[src/rtl/bldc_pkg.sv]
// bldc_pkg: state encodings, fault codes and sector stepping helpers shared by the sequencer
package bldc_pkg;

    localparam int SECTOR_W = 3;
    localparam logic [15:0] Q15_MAX = 16'h7FFF;

    typedef enum logic [2:0] {
        S_IDLE  = 3'd0,
        S_ALIGN = 3'd1,
        S_RAMP  = 3'd2,
        S_RUN   = 3'd3,
        S_STOP  = 3'd4,
        S_FAULT = 3'd5
    } seq_state_t;

    localparam logic [1:0] FC_NONE  = 2'b00;
    localparam logic [1:0] FC_EXT   = 2'b01;
    localparam logic [1:0] FC_STALL = 2'b10;

    function automatic logic [SECTOR_W-1:0] next_sector(input logic [SECTOR_W-1:0] s);
        return (s >= 3'd5) ? 3'd0 : s + 3'd1;
    endfunction

    function automatic logic [SECTOR_W-1:0] prev_sector(input logic [SECTOR_W-1:0] s);
        return (s == 3'd0 || s > 3'd5) ? 3'd5 : s - 3'd1;
    endfunction

endpackage

[src/rtl/vref_slew_limiter.sv]
// vref_slew_limiter: paces vref toward a saturated Q1.15 target in bounded steps without overshoot
module vref_slew_limiter
    import bldc_pkg::*;
#(
    parameter int unsigned SLEW_DIV  = 100,
    parameter int unsigned SLEW_STEP = 16
) (
    input  logic        clk,
    input  logic        reset_n,
    input  logic        clear,
    input  logic [15:0] target,
    output logic [15:0] value
);

    localparam logic [15:0] STEP = 16'(SLEW_STEP);

    logic [31:0] div;
    logic        tick;
    logic [15:0] goal;
    logic [15:0] up;
    logic [15:0] down;
    logic [15:0] stepped;

    // Clamp the target to the positive Q1.15 range and limit each move to the smaller of gap and step.
    always_comb begin
        tick    = div == 32'(SLEW_DIV - 1);
        goal    = target > Q15_MAX ? Q15_MAX : target;
        up      = goal - value;
        down    = value - goal;
        stepped = goal > value ? value + (up > STEP ? STEP : up)
                               : value - (down > STEP ? STEP : down);
    end

    // Divider paces the ticks; clear zeroes the output at once and restarts the pacing.
    always_ff @(posedge clk or negedge reset_n) begin
        if (!reset_n) begin
            div   <= '0;
            value <= '0;
        end else if (clear) begin
            div   <= '0;
            value <= '0;
        end else begin
            div <= tick ? '0 : div + 32'd1;
            if (tick) value <= stepped;
        end
    end

endmodule

[src/rtl/bldc_commutation_sequencer.sv]
// bldc_commutation_sequencer: align / open-loop ramp / sensed run / ramp-down sequencer for the 6-step PWM stage.
// Optional stall timeout in RUN is built when STALL_DETECT_EN is defined.
module bldc_commutation_sequencer
    import bldc_pkg::*;
#(
    parameter int unsigned ALIGN_CYCLES      = 5_000_000,
    parameter int unsigned RAMP_START_PERIOD = 2_000_000,
    parameter int unsigned RAMP_END_PERIOD   = 200_000,
    parameter int unsigned RAMP_STEP         = 50_000,
    parameter int unsigned SLEW_DIV          = 100,
    parameter int unsigned SLEW_STEP         = 16
`ifdef STALL_DETECT_EN
    ,
    parameter int unsigned STALL_CYCLES      = 10_000_000
`endif
) (
    input  logic        clk,
    input  logic        reset_n,
    input  logic        start,
    input  logic        stop,
    input  logic        fault_n,
    input  logic        fault_clr,
    input  logic        direction,
    input  logic [2:0]  sensed_sector,
    input  logic        sensed_valid,
    input  logic [15:0] align_vref,
    input  logic [15:0] ramp_vref,
    input  logic [15:0] vref_cmd,
    output logic [2:0]  sector_out,
    output logic [15:0] vref_out,
    output logic        pwm_enable,
    output logic [2:0]  state,
    output logic [1:0]  fault_cause
);

    seq_state_t  st;
    seq_state_t  nxt;
    logic [31:0] cnt;
    logic [31:0] period;
    logic [31:0] next_period;
    logic        en_reg;
    logic        sensed_ok;
    logic        commute;
    logic        handoff;
    logic        stall_hit;
    logic        clear;
    logic [2:0]  step_sector;
    logic [15:0] target;

    assign sensed_ok   = sensed_valid && sensed_sector <= 3'd5;
    assign step_sector = direction ? prev_sector(sector_out) : next_sector(sector_out);
    assign commute     = cnt == period - 32'd1;
    assign handoff     = period == RAMP_END_PERIOD && sensed_ok && sensed_sector == step_sector;
    assign next_period = period >= RAMP_END_PERIOD + RAMP_STEP ? period - RAMP_STEP : RAMP_END_PERIOD;

`ifdef STALL_DETECT_EN
    logic [31:0] stall_cnt;
    logic        moved;

    assign moved     = sensed_ok && sensed_sector != sector_out;
    assign stall_hit = st == S_RUN && !moved && stall_cnt == STALL_CYCLES - 1;

    // Clocks spent in RUN since the decoder last reported a new sector.
    always_ff @(posedge clk or negedge reset_n) begin
        if (!reset_n) stall_cnt <= '0;
        else stall_cnt <= (st != S_RUN || moved) ? '0 : stall_cnt + 32'd1;
    end
`else
    assign stall_hit = 1'b0;
`endif

    // State register.
    always_ff @(posedge clk or negedge reset_n) begin
        if (!reset_n) st <= S_IDLE;
        else st <= nxt;
    end

    // Next state: external fault beats stop, stop beats start.
    always_comb begin
        nxt = st;
        if (!fault_n) nxt = S_FAULT;
        else begin
            case (st)
                S_IDLE:  nxt = (start && !stop) ? S_ALIGN : S_IDLE;
                S_ALIGN: nxt = stop ? S_STOP : (cnt == ALIGN_CYCLES - 1) ? S_RAMP : S_ALIGN;
                S_RAMP:  nxt = stop ? S_STOP : (commute && handoff) ? S_RUN : S_RAMP;
                S_RUN:   nxt = stop ? S_STOP : stall_hit ? S_FAULT : S_RUN;
                S_STOP:  nxt = vref_out == 16'd0 ? S_IDLE : S_STOP;
                S_FAULT: nxt = fault_clr ? S_IDLE : S_FAULT;
                default: nxt = S_IDLE;
            endcase
        end
    end

    // Per-state vref target; entering IDLE or FAULT drops vref to zero on the same edge.
    always_comb begin
        target = st == S_ALIGN ? align_vref : st == S_RAMP ? ramp_vref : st == S_RUN ? vref_cmd : 16'd0;
        clear  = nxt == S_IDLE || nxt == S_FAULT;
    end

    // Counters, commutation, enable and fault cause; updates are skipped when leaving for STOP/FAULT.
    always_ff @(posedge clk or negedge reset_n) begin
        if (!reset_n) begin
            cnt         <= '0;
            period      <= '0;
            sector_out  <= '0;
            en_reg      <= 1'b0;
            fault_cause <= FC_NONE;
        end else begin
            en_reg      <= nxt inside {S_ALIGN, S_RAMP, S_RUN, S_STOP};
            fault_cause <= !fault_n ? FC_EXT :
                           (st == S_RUN && nxt == S_FAULT) ? FC_STALL :
                           (st == S_FAULT && nxt == S_IDLE) ? FC_NONE : fault_cause;
            case (st)
                S_IDLE: if (nxt == S_ALIGN) begin
                    cnt        <= '0;
                    sector_out <= '0;
                end
                S_ALIGN: begin
                    cnt <= nxt == S_RAMP ? '0 : cnt + 32'd1;
                    if (nxt == S_RAMP) period <= RAMP_START_PERIOD;
                end
                S_RAMP: if (nxt == S_RAMP || nxt == S_RUN) begin
                    cnt <= commute ? '0 : cnt + 32'd1;
                    if (commute) begin
                        sector_out <= step_sector;
                        period     <= next_period;
                    end
                end
                S_RUN: if (nxt == S_RUN && sensed_ok) sector_out <= sensed_sector;
                default: ;
            endcase
        end
    end

    assign state      = st;
    assign pwm_enable = en_reg & fault_n;

    vref_slew_limiter #(
        .SLEW_DIV  (SLEW_DIV),
        .SLEW_STEP (SLEW_STEP)
    ) u_slew (
        .clk     (clk),
        .reset_n (reset_n),
        .clear   (clear),
        .target  (target),
        .value   (vref_out)
    );

endmodule

[config.mk]
export PLATFORM = sky130hd
export DESIGN_NAME = bldc_commutation_sequencer
export DESIGN_NICKNAME = d
export VERILOG_FILES = /design/src/rtl/bldc_pkg.sv /design/src/rtl/vref_slew_limiter.sv /design/src/rtl/bldc_commutation_sequencer.sv
export SDC_FILE = /design/constraint.sdc
export NUM_CORES = 1
export LEC_CHECK = 0
export BUFFER_PORTS_ARGS = -buffer_cell sky130_fd_sc_hd__buf_2
export CAP_MARGIN = 10
export CORE_MARGIN = 5
export CORE_UTILIZATION = 25
export CTS_BUF_LIST = sky130_fd_sc_hd__clkbuf_2 sky130_fd_sc_hd__clkbuf_4 sky130_fd_sc_hd__clkbuf_8
export DETAILED_ROUTE_END_ITERATION = 12
export HOLD_SLACK_MARGIN = 0.02
export PLACE_DENSITY_LB_ADDON = 0.1
export SETUP_SLACK_MARGIN = 0.3
export SYNTH_ARGS = -nofsm -noshare
export SYNTH_HDL_FRONTEND = slang
export SYNTH_SLANG_ARGS = --single-unit
[constraint.sdc]
create_clock -name clk -period 9.7 [get_ports clk]
set_clock_uncertainty 0.1 [all_clocks]
set_input_delay 0.485 -clock clk [delete_from_list [all_inputs] [get_ports clk]]
set_output_delay 0.485 -clock clk [all_outputs]
set_load 0.02 [all_outputs]
==> impl_metrics.toml <==
[outcome]
outcome = "finished, final reports clean"

[pwr]
p_per_area_mw_per_mm2 = 115
power_frac_comb = 0.278
p_int_mw = 0.868
ir_drop_uv = 54.7
power_leakage_nw = 4.97
p_seq_frac = 0.372
switching_share = 0.362
power_switching_mw = 0.492
power_frac_clock = 0.350

[floorplanning]
io_pins = 84
start_util = 0.252
core_mm2 = 0.0419
fp.dieW_um = 216
die_area_mm2 = 0.0465
die_h_um = 216
num_rows = 75

[global_route]
grt_usage = 0.150
use_met1 = 0.202
grt_pass1_vias = 9867
gr-total-overflow = 0
grt.met2_usage = 0.243
antenna_found_initial = 1
grt_pass1_wl_mm = 56.2
grt_max_degree = 62
use_met3 = 0.0276
top_usage_layer = "met2"

[final_layout]
drive_gt1_frac = 0.134
n_antenna_cell = 0
areaGrowthSynthToFinish_pct = 12.1
fin_util = 0.283
layoutNonFillerInstCount = 1919
final_nets = 1486
top_regs = "cnt: 32 flops, u_slew.div: 32 flops, period: 28 flops"
final_cell_area_mm2 = 0.0118

[worst_setup_path]
cpMaxStageDelayCell = "dfrtp_1"
worstSetupPathType = "flop to flop"
cp_common_cell = "nand2_1"
worst_ep_arrival_time_ns = 8.00
cp-end-kind = "flop"
worstPathMaxFanout = 25
startpoint_type = "flop"
max_stage_delay_ns = 0.81
required_ns = 9.97

[route]
dr.pass1.iters = 5
ant_nets = 0
drc = 0
num_vias = 9735
drtIter0Drc = 731
routedWlPerCell_um = 18.2
vias_per_cell = 5.07
wl_mm = 34.8

[place]
hpwlAfterDp_mm = 26.4
port-buffer-count = 83
dpl_cell_area_mm2 = 0.0114
routabilityCongestion = 0.865
placed_cells = 1886

[job]
cap_violations = 0

[logic_synthesis]
synthArstFlopShare = 1.00
yosys.area.top_type_share = 0.277
synthTopCellsByArea = "dfrtp_1 28%, ha_1 6.8%, nor2_1 5.6%"
yosysUniqueCellTypes = 91
syn_area_per_cell_um2 = 8.00
ys_warn_count = 0
synth_fp_nets = 1440
netlist_area_mm2 = 0.0106
yosysTopAreaCell = "dfrtp_1"
synth_cells = 1321
synth_ff_type = "dfrtp_1"
yosysSeqAreaShare = 0.277
ys_ff_latch = 117
synth_edf_count = 0

[clock_tree]
htree_levels = 4
cts_tree = "yes"
insertion_delay_ns = 0.49
cts_root_buf = "clkbuf_8"
cts_buffer_depth = 2
clkSinkCount = 117
cts_buffers = 17
cts.repair.resized = 0
path_clk_slew_ns = 0.09

[sta]
max_freq_mhz = 129
fin_tns_setup_ns = 0
relSlewSlack = 0.278
hold_viol_final = 0
drv_slew = 0
rsz0062_at_grt = "no"
tightestPinTransition_ns = 1.08
fin_crit_ns = 7.72
setup_violations = 0
fin_crit_sh = 0.796

[min_path]
hp-class = "input pin to flop"
-- power groups by stage --
| stage | sequential [mW] | clock (mW) | combinational, mW |
|---|---|---|---|
| final | 0.506 | 0.477 | 0.378 |
| after global routing | 0.508 | 0.523 | 0.421 |
| after CTS | 0.506 | 0.503 | 0.380 |
| after detailed placement | 0.516 | 0 | 0.377 |
| after global placement | 0.515 | 0 | 0.383 |
| after floorplan | 0.512 | 0 | 0.273 |
-- metrics by stage --
stage / hold WS [ns] / worst slack, ns / power (mW)
after floorplan: 0.0894 / 2.21 / 0.785
after global placement: 0.378 / 2.24 / 0.898
after detailed placement: 0.380 / 2.01 / 0.893
after CTS: 0.111 / 1.97 / 1.39
after global routing: 0.123 / 1.34 / 1.45
final: 0.153 / 1.98 / 1.36
-- worst max-delay path: cells and delay by family, from the launching register on --
kind	cells	cell delay, ns
flops	1	0.81
compound gates	13	3.39
mux	2	0.51
buf+inv	1	0.25
fa+ha+maj	3	1.14
simple gates	7	1.40
-- cell families (layout without fill, tap and decap cells) --
family	after synthesis	count (layout)	synth area share
simple gates	529	529	0.257
buf+inv	134	193	0.0539
xor+xnor	101	101	0.0837
mux	44	44	0.0443
fa+ha+maj	60	60	0.0732
other cells	1	1	0.000355
flops	117	117	0.277
compound gates	335	335	0.211
-- cells in the final DEF (no fill, tap or decap), types with 8 or more instances in the layout --
cell,Yosys,routed
clkbuf_8,0,18
nor2b_1,18,18
a21o_1,14,14
nand4_1,21,21
buf_4,6,9
inv_1,67,67
dfrtp_1,117,117
and3_1,19,19
a22o_1,8,8
mux2_2,18,18
o31ai_1,16,15
nor4_1,26,26
o41ai_1,11,11
o21a_1,13,13
o21ai_1,25,25
nor2_1,159,158
a31oi_1,15,15
or3_1,13,13
nand3_1,46,46
nand2b_1,13,13
o21ai_0,88,88
xor2_1,37,37
ha_1,57,57
xnor2_1,64,64
nand2_1,116,116
nor3_1,32,32
a21oi_1,61,60
a22oi_1,17,17
buf_2,11,82
mux2i_1,25,25
nor3b_1,10,10
-- routing by layer --
layer  up-vias  share of wire
met5         -        0.00032
met4         2          0.027
met3        45          0.034
met2       183           0.46
met1      4651           0.48
li1       4854              -
-- cell type report --
class                      instances  area [µm²]
sequential                       117        2930
fill                            4558       30000
clock buffer                      18         248
multi-input combinational       1070        7080
tap                              539         674
inverter                          68         255
timing repair buffer              93         499
clock inverter                    14         151
-- timing repair --
action / in CTS / in global routing
endpoints found under the hold margin: 56 / 0
hold buffers: 1 / 0
buffers inserted: 0 / 0
-- cell usage after synthesis, drive strengths merged (3+ instances only) --
library cell  number
nor3              33
nor4b              5
nor2             160
a22oi             18
nor4              32
and4b              3
and3              19
o21a              13
nor2b             18
fa                 3
nand4             23
and4               7
a211oi             9
o31ai             18
or3               14
dfrtp            117
o41ai             12
o2111ai            7
a31o               4
a21o              15
a31oi             15
a211o              7
o21bai             3
nand2            116
or2                8
inv               68
ha                57
o22ai              3
xnor2             64
nand3             47
a22o               8
nor3b             11
mux2              19
clkbuf            39
o211ai             5
and2               7
o21ai            113
or4                7
buf               27
nand2b            13
o311ai             4
a21oi             62
xor2              37
mux2i             25
-- final timing paths --
kind                       slack (ns)               startpoint                           end  depth (start not counted)
min                              0.15                  fault_n    fault_cause[0]$_DFFE_PN0P_                          2
max                              1.98       state[2]$_DFF_PN0_  u_slew.value[15]$_DFFE_PN0P_                         26
min reg2reg                      0.39  u_slew.div[0]$_DFF_PN0_       u_slew.div[0]$_DFF_PN0_                          1
min in group asynchronous        0.44                  reset_n       u_slew.div[4]$_DFF_PN0_                          2
max reg2reg                      1.98       state[2]$_DFF_PN0_  u_slew.value[15]$_DFFE_PN0P_                         26
max in group asynchronous        7.78                  reset_n        period[22]$_DFFE_PN0P_                          3
Power figures use the tool's default switching activity.
